[src/rtl/mul_pkg.sv]
// rtl/mul_pkg.sv - shared state encodings and widths for the multiplier sequencer
package mul_pkg;

  localparam int OPW        = 8;
  localparam int PRODW      = 16;
  localparam int MUL_CYCLES = 8;

  typedef enum logic [1:0] {
    ST_IDLE  = 2'd0,
    ST_START = 2'd1,
    ST_WAIT  = 2'd2,
    ST_OUT   = 2'd3
  } state_t;

endpackage

[src/rtl/mul_acc_unit.sv]
// rtl/mul_acc_unit.sv - product accumulator with add-enable, group clear and carry-out
module mul_acc_unit
  import mul_pkg::*;
#(
  parameter int ACC_W = 24
) (
  input  logic             clk,
  input  logic             rst_n,
  input  logic             add_en,
  input  logic             clr,
  input  logic [PRODW-1:0] addend,
  output logic [ACC_W-1:0] sum,
  output logic             carry
);

  logic [ACC_W-1:0] acc;
  logic [ACC_W:0]   sum_ext;

  // Product is zero-extended; the extra top bit is the wrap indication.
  assign sum_ext = {1'b0, acc} + {{(ACC_W + 1 - PRODW){1'b0}}, addend};
  assign sum     = sum_ext[ACC_W-1:0];
  assign carry   = sum_ext[ACC_W];

  always_ff @(posedge clk or negedge rst_n) begin
    if (!rst_n) begin
      acc <= '0;
    end else if (clr) begin
      acc <= '0;
    end else if (add_en) begin
      acc <= sum;
    end
  end

endmodule

[src/rtl/mul_operand_seq.sv]
// rtl/mul_operand_seq.sv - streaming front/back end and MAC around the shift-add multiplier
module mul_operand_seq
  import mul_pkg::*;
#(
  parameter int ACC_W    = 24,
  parameter int WAIT_MAX = 15
) (
  input  logic             clk,
  input  logic             rst_n,
  input  logic             in_valid,
  output logic             in_ready,
  input  logic [OPW-1:0]   in_a,
  input  logic [OPW-1:0]   in_b,
  input  logic             in_last,
  output logic             mul_start,
  output logic [OPW-1:0]   mul_a,
  output logic [OPW-1:0]   mul_b,
  input  logic [PRODW-1:0] mul_product,
  input  logic             mul_ready,
  output logic             out_valid,
  input  logic             out_ready,
  output logic [PRODW-1:0] out_product,
  output logic [ACC_W-1:0] out_acc,
  output logic             out_last,
  output logic             acc_ovf,
  output logic             timeout
);

  localparam int CW = $clog2(WAIT_MAX + 1);

  state_t           state, state_nxt;
  logic [CW-1:0]    wait_cnt;
  logic             last_r;
  logic             accept, ready_ok, tmo_hit, capture, release_out, group_clr;
  logic [ACC_W-1:0] acc_sum;
  logic             acc_carry;

  assign accept      = in_valid && in_ready;
  // The first WAIT cycle (wait_cnt==0) may still see the previous op's ready.
  assign ready_ok    = (state == ST_WAIT) && mul_ready && (wait_cnt != '0);
  assign tmo_hit     = (state == ST_WAIT) && !ready_ok && (wait_cnt == CW'(WAIT_MAX - 1));
  assign capture     = ready_ok || tmo_hit;
  assign release_out = (state == ST_OUT) && out_ready;
  assign group_clr   = release_out && out_last;

  always_ff @(posedge clk or negedge rst_n) begin
    if (!rst_n) state <= ST_IDLE;
    else        state <= state_nxt;
  end

  always_comb begin
    state_nxt = state;
    in_ready  = 1'b0;
    out_valid = 1'b0;
    case (state)
      ST_IDLE: begin
        in_ready = 1'b1;
        if (in_valid) state_nxt = ST_START;
      end
      ST_START: state_nxt = ST_WAIT;
      ST_WAIT:  if (capture) state_nxt = ST_OUT;
      ST_OUT: begin
        out_valid = 1'b1;
        if (out_ready) state_nxt = ST_IDLE;
      end
      default: state_nxt = ST_IDLE;
    endcase
  end

  always_ff @(posedge clk or negedge rst_n) begin
    if (!rst_n) begin
      wait_cnt <= '0;
    end else if (state == ST_START) begin
      wait_cnt <= '0;
    end else if (state == ST_WAIT) begin
      wait_cnt <= wait_cnt + 1'b1;
    end
  end

  // mul_start is high during START, i.e. the cycle after the accept edge.
  always_ff @(posedge clk or negedge rst_n) begin
    if (!rst_n) begin
      mul_start <= 1'b0;
      mul_a     <= '0;
      mul_b     <= '0;
      last_r    <= 1'b0;
    end else begin
      mul_start <= accept;
      if (accept) begin
        mul_a  <= in_a;
        mul_b  <= in_b;
        last_r <= in_last;
      end
    end
  end

  always_ff @(posedge clk or negedge rst_n) begin
    if (!rst_n) begin
      out_product <= '0;
      out_acc     <= '0;
      out_last    <= 1'b0;
      acc_ovf     <= 1'b0;
      timeout     <= 1'b0;
    end else begin
      if (capture) begin
        out_product <= mul_product;
        out_acc     <= acc_sum;
        out_last    <= last_r;
      end
      if (group_clr)                acc_ovf <= 1'b0;
      else if (capture && acc_carry) acc_ovf <= 1'b1;
      if (tmo_hit) timeout <= 1'b1;
    end
  end

  mul_acc_unit #(
    .ACC_W (ACC_W)
  ) u_acc (
    .clk    (clk),
    .rst_n  (rst_n),
    .add_en (capture),
    .clr    (group_clr),
    .addend (mul_product),
    .sum    (acc_sum),
    .carry  (acc_carry)
  );

endmodule

[config.mk]
export PLATFORM = sky130hd
export DESIGN_NAME = mul_operand_seq
export DESIGN_NICKNAME = d
export VERILOG_FILES = /design/src/rtl/mul_pkg.sv /design/src/rtl/mul_acc_unit.sv /design/src/rtl/mul_operand_seq.sv
export SDC_FILE = /design/constraint.sdc
export NUM_CORES = 1
export LEC_CHECK = 0
export ABC_AREA = 1
export ABC_CLOCK_PERIOD_IN_PS = 5620
export CAP_MARGIN = 20
export CORE_MARGIN = 10
export CORE_UTILIZATION = 25
export CTS_CLUSTER_DIAMETER = 40
export DETAILED_ROUTE_END_ITERATION = 10
export HOLD_SLACK_MARGIN = 0.03
export PLACE_DENSITY = 0.42
export SYNTH_ARGS = -nofsm -noshare
export SYNTH_HDL_FRONTEND = slang
export SYNTH_SLANG_ARGS = --single-unit
[constraint.sdc]
create_clock -name clk -period 5.62 [get_ports clk]
set_input_delay 1.405 -clock clk [delete_from_list [all_inputs] [get_ports clk]]
set_output_delay 1.405 -clock clk [all_outputs]
set_load 0.05 [all_outputs]
---- After elaboration in Yosys (flattened, before gate mapping) ----
Index checks and enable logic that the tools add are counted.
operators by class
  equality and inequality tests ........... 7
  multiplexer cells ....................... 12
  add/sub/neg operators ................... 2
  reductions and logical operators ........ 16
operators with widths
  cell                                           count
  2-to-1 mux 24 bit                              2
  adder 24 x 16 -> 25 bit                        1
  logical AND 1 bit                              8
  2-to-1 mux 4 bit                               2
  case mux 2 bit (4 select lines)                1
  2-to-1 mux 2 bit                               3
  != test 2 bit, second input constant           3
  nonzero test 2 bit                             3
  adder 4 x 1 -> 4 bit, second input constant    1
  == test 2 bit, second input constant           2
  == test 4 bit, second input constant           1
  2-to-1 mux 1 bit                               4
  nonzero test 4 bit                             1
  AND reduction 3 bit                            1
  == test 2 x 1 -> 1 bit, second input constant  1
  logical NOT 2 bit                              1
  logical NOT 1 bit                              1
  logical OR 1 bit                               1
storage, ports and cells
  word-level logic and storage cells ...... 49
  output and inout port bits .............. 62
  flip-flop bits (word level) ............. 91

---- Logic depth before layout (Yosys ltp) ----
  depth after elaboration ................. 10
  depth in mapped cells ................... 13
  gate-level depth less buffers ........... 13

---- Hierarchy ----
Synthesis repeated with hierarchy kept, for this count alone.
unflattened totals
  cells, all modules ...................... 703
  area, all modules ....................... 5,220.0 µm²
modules (own cells, without submodules)
  module           seq. area each (µm²)  area each (µm²)  times used  cells an instance
  mul_operand_seq  1,676.6               2,800.2          1           310
  mul_acc_unit     600.6                 2,419.8          1           393

---- Worst setup path before layout ----
No wires, ideal clock.
  kind .................................... input port to flip-flop
  start point ............................. in mul_product[0]
  end point ............................... reg u_acc.acc[16]
  setup slack ............................. 2.739 ns
  required time ........................... 5.503 ns
  library setup time ...................... 0.117 ns
  buffers on the path ..................... 0
  data arrival time ....................... 2.763 ns
  stages .................................. 11
  cells stage by stage .................... ha_1 fa_1 nand3_1 nand3_1 nand2_1 nand2_1 nand2_1 nand2_2 xor2_1 nand3_1 nand2_1
on the way
  longest elaborated chain between the ends .. 3
ends and longest elaborated chain
  item                     line                   source
  start: declaration       mul_operand_seq.sv:18  input logic [PRODW-1:0] mul_product,
  adder 24 x 16 -> 25 bit  mul_acc_unit.sv:20     assign sum_ext = {1'b0, acc} + {{(ACC_W + 1 - PRODW){1'b0}}, addend};
  2-to-1 mux 24 bit        mul_acc_unit.sv:29     end else if (add_en) begin
  2-to-1 mux 24 bit        mul_acc_unit.sv:27     end else if (clr) begin
  end signal: assignment   mul_acc_unit.sv:30     acc <= sum;
  end: declaration         mul_acc_unit.sv:16     logic [ACC_W-1:0] acc;
Every way passes these cells. The select of a mux whose other input is x is not followed.
A chain may end at the register's enable or synchronous reset.

---- Final worst setup path ----
  start point ............................. in out_ready
  end point ............................... reg u_acc.acc[16]
on the way
  longest elaborated chain between the ends .. 3
  elaborated cells between the ends (all ways) .. 4
  those cells by class .................... 1 x mux; 3 x reduce/logical
ends and longest elaborated chain
  item                                                     line                   source
  start: declaration                                       mul_operand_seq.sv:21  input logic out_ready,
  logical AND 1 bit (*)                                    mul_operand_seq.sv:43  assign release_out = (state == ST_OUT) && out_ready;
  logical AND 1 bit (*)                                    mul_operand_seq.sv:44  assign group_clr = release_out && out_last;
  2-to-1 mux 24 bit or nonzero test 2 bit (tied branches)  --
Mark *: on every way between the ends. The rest lies on a longest branch, timed or not.

==> results.cfg <==
[floorplanning]
dieArea_um2 = 25800
die_w_um = 161
die_y_um = 161
start_util_pct = 25.4
fp-row-count = 51
core_um2 = 19500
io_pins = 100

[final_layout]
nNetsFinal = 844
num_antenna_cells = 0
finish.instance_area_um2 = 6540
fillers = 2119
drive_gt1_share_pct = 4.07
syn_to_final_growth_pct = 32.1
utilization_pct = 33.6

[cts]
clock-sinks = 91
cts-buffers-inserted = 9
cts_resized = 0
cts_max_path_buffers = 2
clkSlewWorstSetupHoldPaths_ns = 0.07
post_cts_buffers = 0
clk_latency_ns = 0.35
root_buffer = clkbuf_16
holdBufCountCts = 0
cts_tree = done
htreeDepth = 3

[timing]
slew_viol_final = 0
final-setup-viol-count = 0
hold_violations = 0
slew_headroom_pct = 47.6
finalSetupTns_ns = 0
fmax_ghz = 0.295
whs_ns = 0.462
finalWorstSetupSlack_ns = 2.23
fin_crit_sh_pct = 60.3
clock_skew_ns = 0.0102
max_slew.worst_pin.slew_ns = 0.783
min_period_ns = 3.39
rsz0062_at_grt = no

[synth]
synth.area.top_cells = dfrtp_1 46%, nand2_1 26%, ha_1 6.1%, inv_1 5.6%, nand3_1 3.3%
synth-simple-area-share_pct = 34.3
yosys.area_share.xor_xnor_pct = 1.24
synth_compound_area_share_pct = 4.52
yosysWarnings = 0
synth_enable_flop_cells = 0
synth.most_common_cell = nand2_1
yosys.area.top_type = dfrtp_1
async_flop_share_pct = 100
syn_inst = 683
synth_seq_area_share_pct = 46.0
synth_cell_types = 28
synthAdderAreaFrac_pct = 6.47
avgSynthCellArea_um2 = 7.25
syn_nets = 746
synth_top_family_by_area = simple AND/OR/NAND/NOR gates
synthFlopType = dfrtp_1
synth_area_um2 = 4950
synth.area.mux_share_pct = 0.202
yosysTopAreaCellShare_pct = 46.0
ys_ff_latch = 91
synth_common_cells = 341 x nand2_1, 91 x dfrtp_1, 74 x inv_1

[detailed_routing]
firstDrtPassIters = 5
wl_per_cell_um = 13.7
drc_errors = 0
routed_via_density = 4.23
route.vias.total = 4441
ant_nets = 0
wirelength_um = 14400
drtIter0Drc = 202

[placed_design]
dpl_cell_area_um2 = 6220
post-place-ws_ns = 1.83
place.gp.congestion = 0.808
hpwl_um = 10800
io_buffers = 99

[critical_path]
crit_arrival_ns = 3.67
worstSetupEndpointType = flip-flop
worstPathMaxFanout = 15
r2r_slack_ns = 3.09
start_kind = input port
reg2reg_from = state[1]
reg2reg_to = u_acc.acc[16]
reg2reg_depth = 6
cp_data_required_time_ns = 5.90
worstSetupPathType = in -> reg

[global_route]
first_global_vias = 4660
antenna_found_initial = 0
grt_max_degree = 61
grt_overflow = 0
grt_pass1_wl_um = 24000
grt_use_total_pct = 11.3

[pwr]
powerDensity_nw_per_um2 = 611
p_leak_nw = 3.41
ir_drop_mv = 0.328

[run]
maxCapViolations = 0

[worst_hold_path]
hold_depth = 1
min_to = timeout
hold_start = timeout
hp-class = reg -> reg

[outcome]
status = finished, final reports clean
==> power breakdown <==
group	switching, W	internal (W)	total [W]
Clock	0.000265	0.000357	0.000622
Sequential	0.000166	0.000930	0.00110
Combinational	0.00155	0.000731	0.00228
Total	0.00198	0.00202	0.00400
==> flip-flops by register name, summed over array words and instances, names as in the netlist <==
register / count
out_last: 1
mul_a: 8
out_acc: 24
wait_cnt: 4
acc_ovf: 1
out_product: 16
mul_start: 1
timeout: 1
last_r: 1
u_acc.acc: 24
mul_b: 8
state: 2
==> per-stage QoR <==
step	total power, W	cells
after detailed placement	0.00341	1034
after CTS	0.00406	1050
final	0.00400	1051
after floorplan	0.00266	683
after global placement	0.00339	1034
after global routing	0.00431	1051
==> layout by cell type, fill, tap and decap left out, types with 2 or more instances in the layout <==
cell / count
a21oi_1: 30
inv_1: 74
nor2_2: 3
buf_4: 4
clkbuf_16: 9
nand4_1: 6
nor3_1: 6
clkdlybuf4s50_1: 98
nand2_1: 341
ha_1: 24
o22ai_1: 2
o21ai_0: 7
dfrtp_1: 91
clkinv_2: 2
o21ai_1: 2
nand3b_1: 2
nand2_2: 3
nand3_1: 33
clkinvlp_4: 2
nand3_2: 2
xor2_1: 7
nor2_1: 25
==> routing by layer <==
metal  part of all wire [%]  track usage [%]  vias to the layer above
li1                       -                -                     2299
met1                     44             13.2                     2018
met2                     46             18.4                      112
met3                    8.2             4.88                       12
met4                    1.2             3.27                        0
met5                      0                0                        -
==> worst max path at each step <==
| stage | from | to | slack, ns | cells after the start |
|---|---|---|---|---|
| 5_1_grt | out_ready | u_acc.acc[20] | 2.04 | 6 |
| 6_report | out_ready | u_acc.acc[16] | 2.23 | 6 |
| 3_5_place_dp | out_ready | u_acc.acc[16] | 1.83 | 6 |
| 2_1_floorplan | mul_product[0] | u_acc.acc[16] | 2.74 | 11 |
| 4_1_cts | out_ready | u_acc.acc[16] | 2.21 | 6 |
| 3_3_place_gp | out_ready | u_acc.acc[16] | 1.85 | 6 |
==> cells by family after synthesis <==
| kind of cell | Yosys count |
|---|---|
| simple gates | 424 |
| flops | 91 |
| compound gates | 43 |
| fa+ha+maj | 25 |
| mux | 1 |
| buf+inv | 92 |
| xor+xnor | 7 |
==> critical path, stage by stage <==
cell and delay, ns:
clkdlybuf4s50_1 0.43, nand3_1 0.43, inv_1 0.46, nor2_1 0.73, nand2_1 0.11, nand2_1 0.11
==> layout make-up <==
| type | count | area (um2) | share of cell area, % |
|---|---|---|---|
| multi-input cells | 500 | 2310 | 35.4 |
| flip-flops and latches | 91 | 2280 | 34.8 |
| repair buffers | 103 | 1030 | 15.8 |
| well taps | 265 | 332 | 5.07 |
| inverters | 76 | 285 | 4.36 |
| clock buffers | 10 | 239 | 3.65 |
| clock inverters | 6 | 63.8 | 0.976 |
Note: power is estimated with default switching activity, not from simulation.
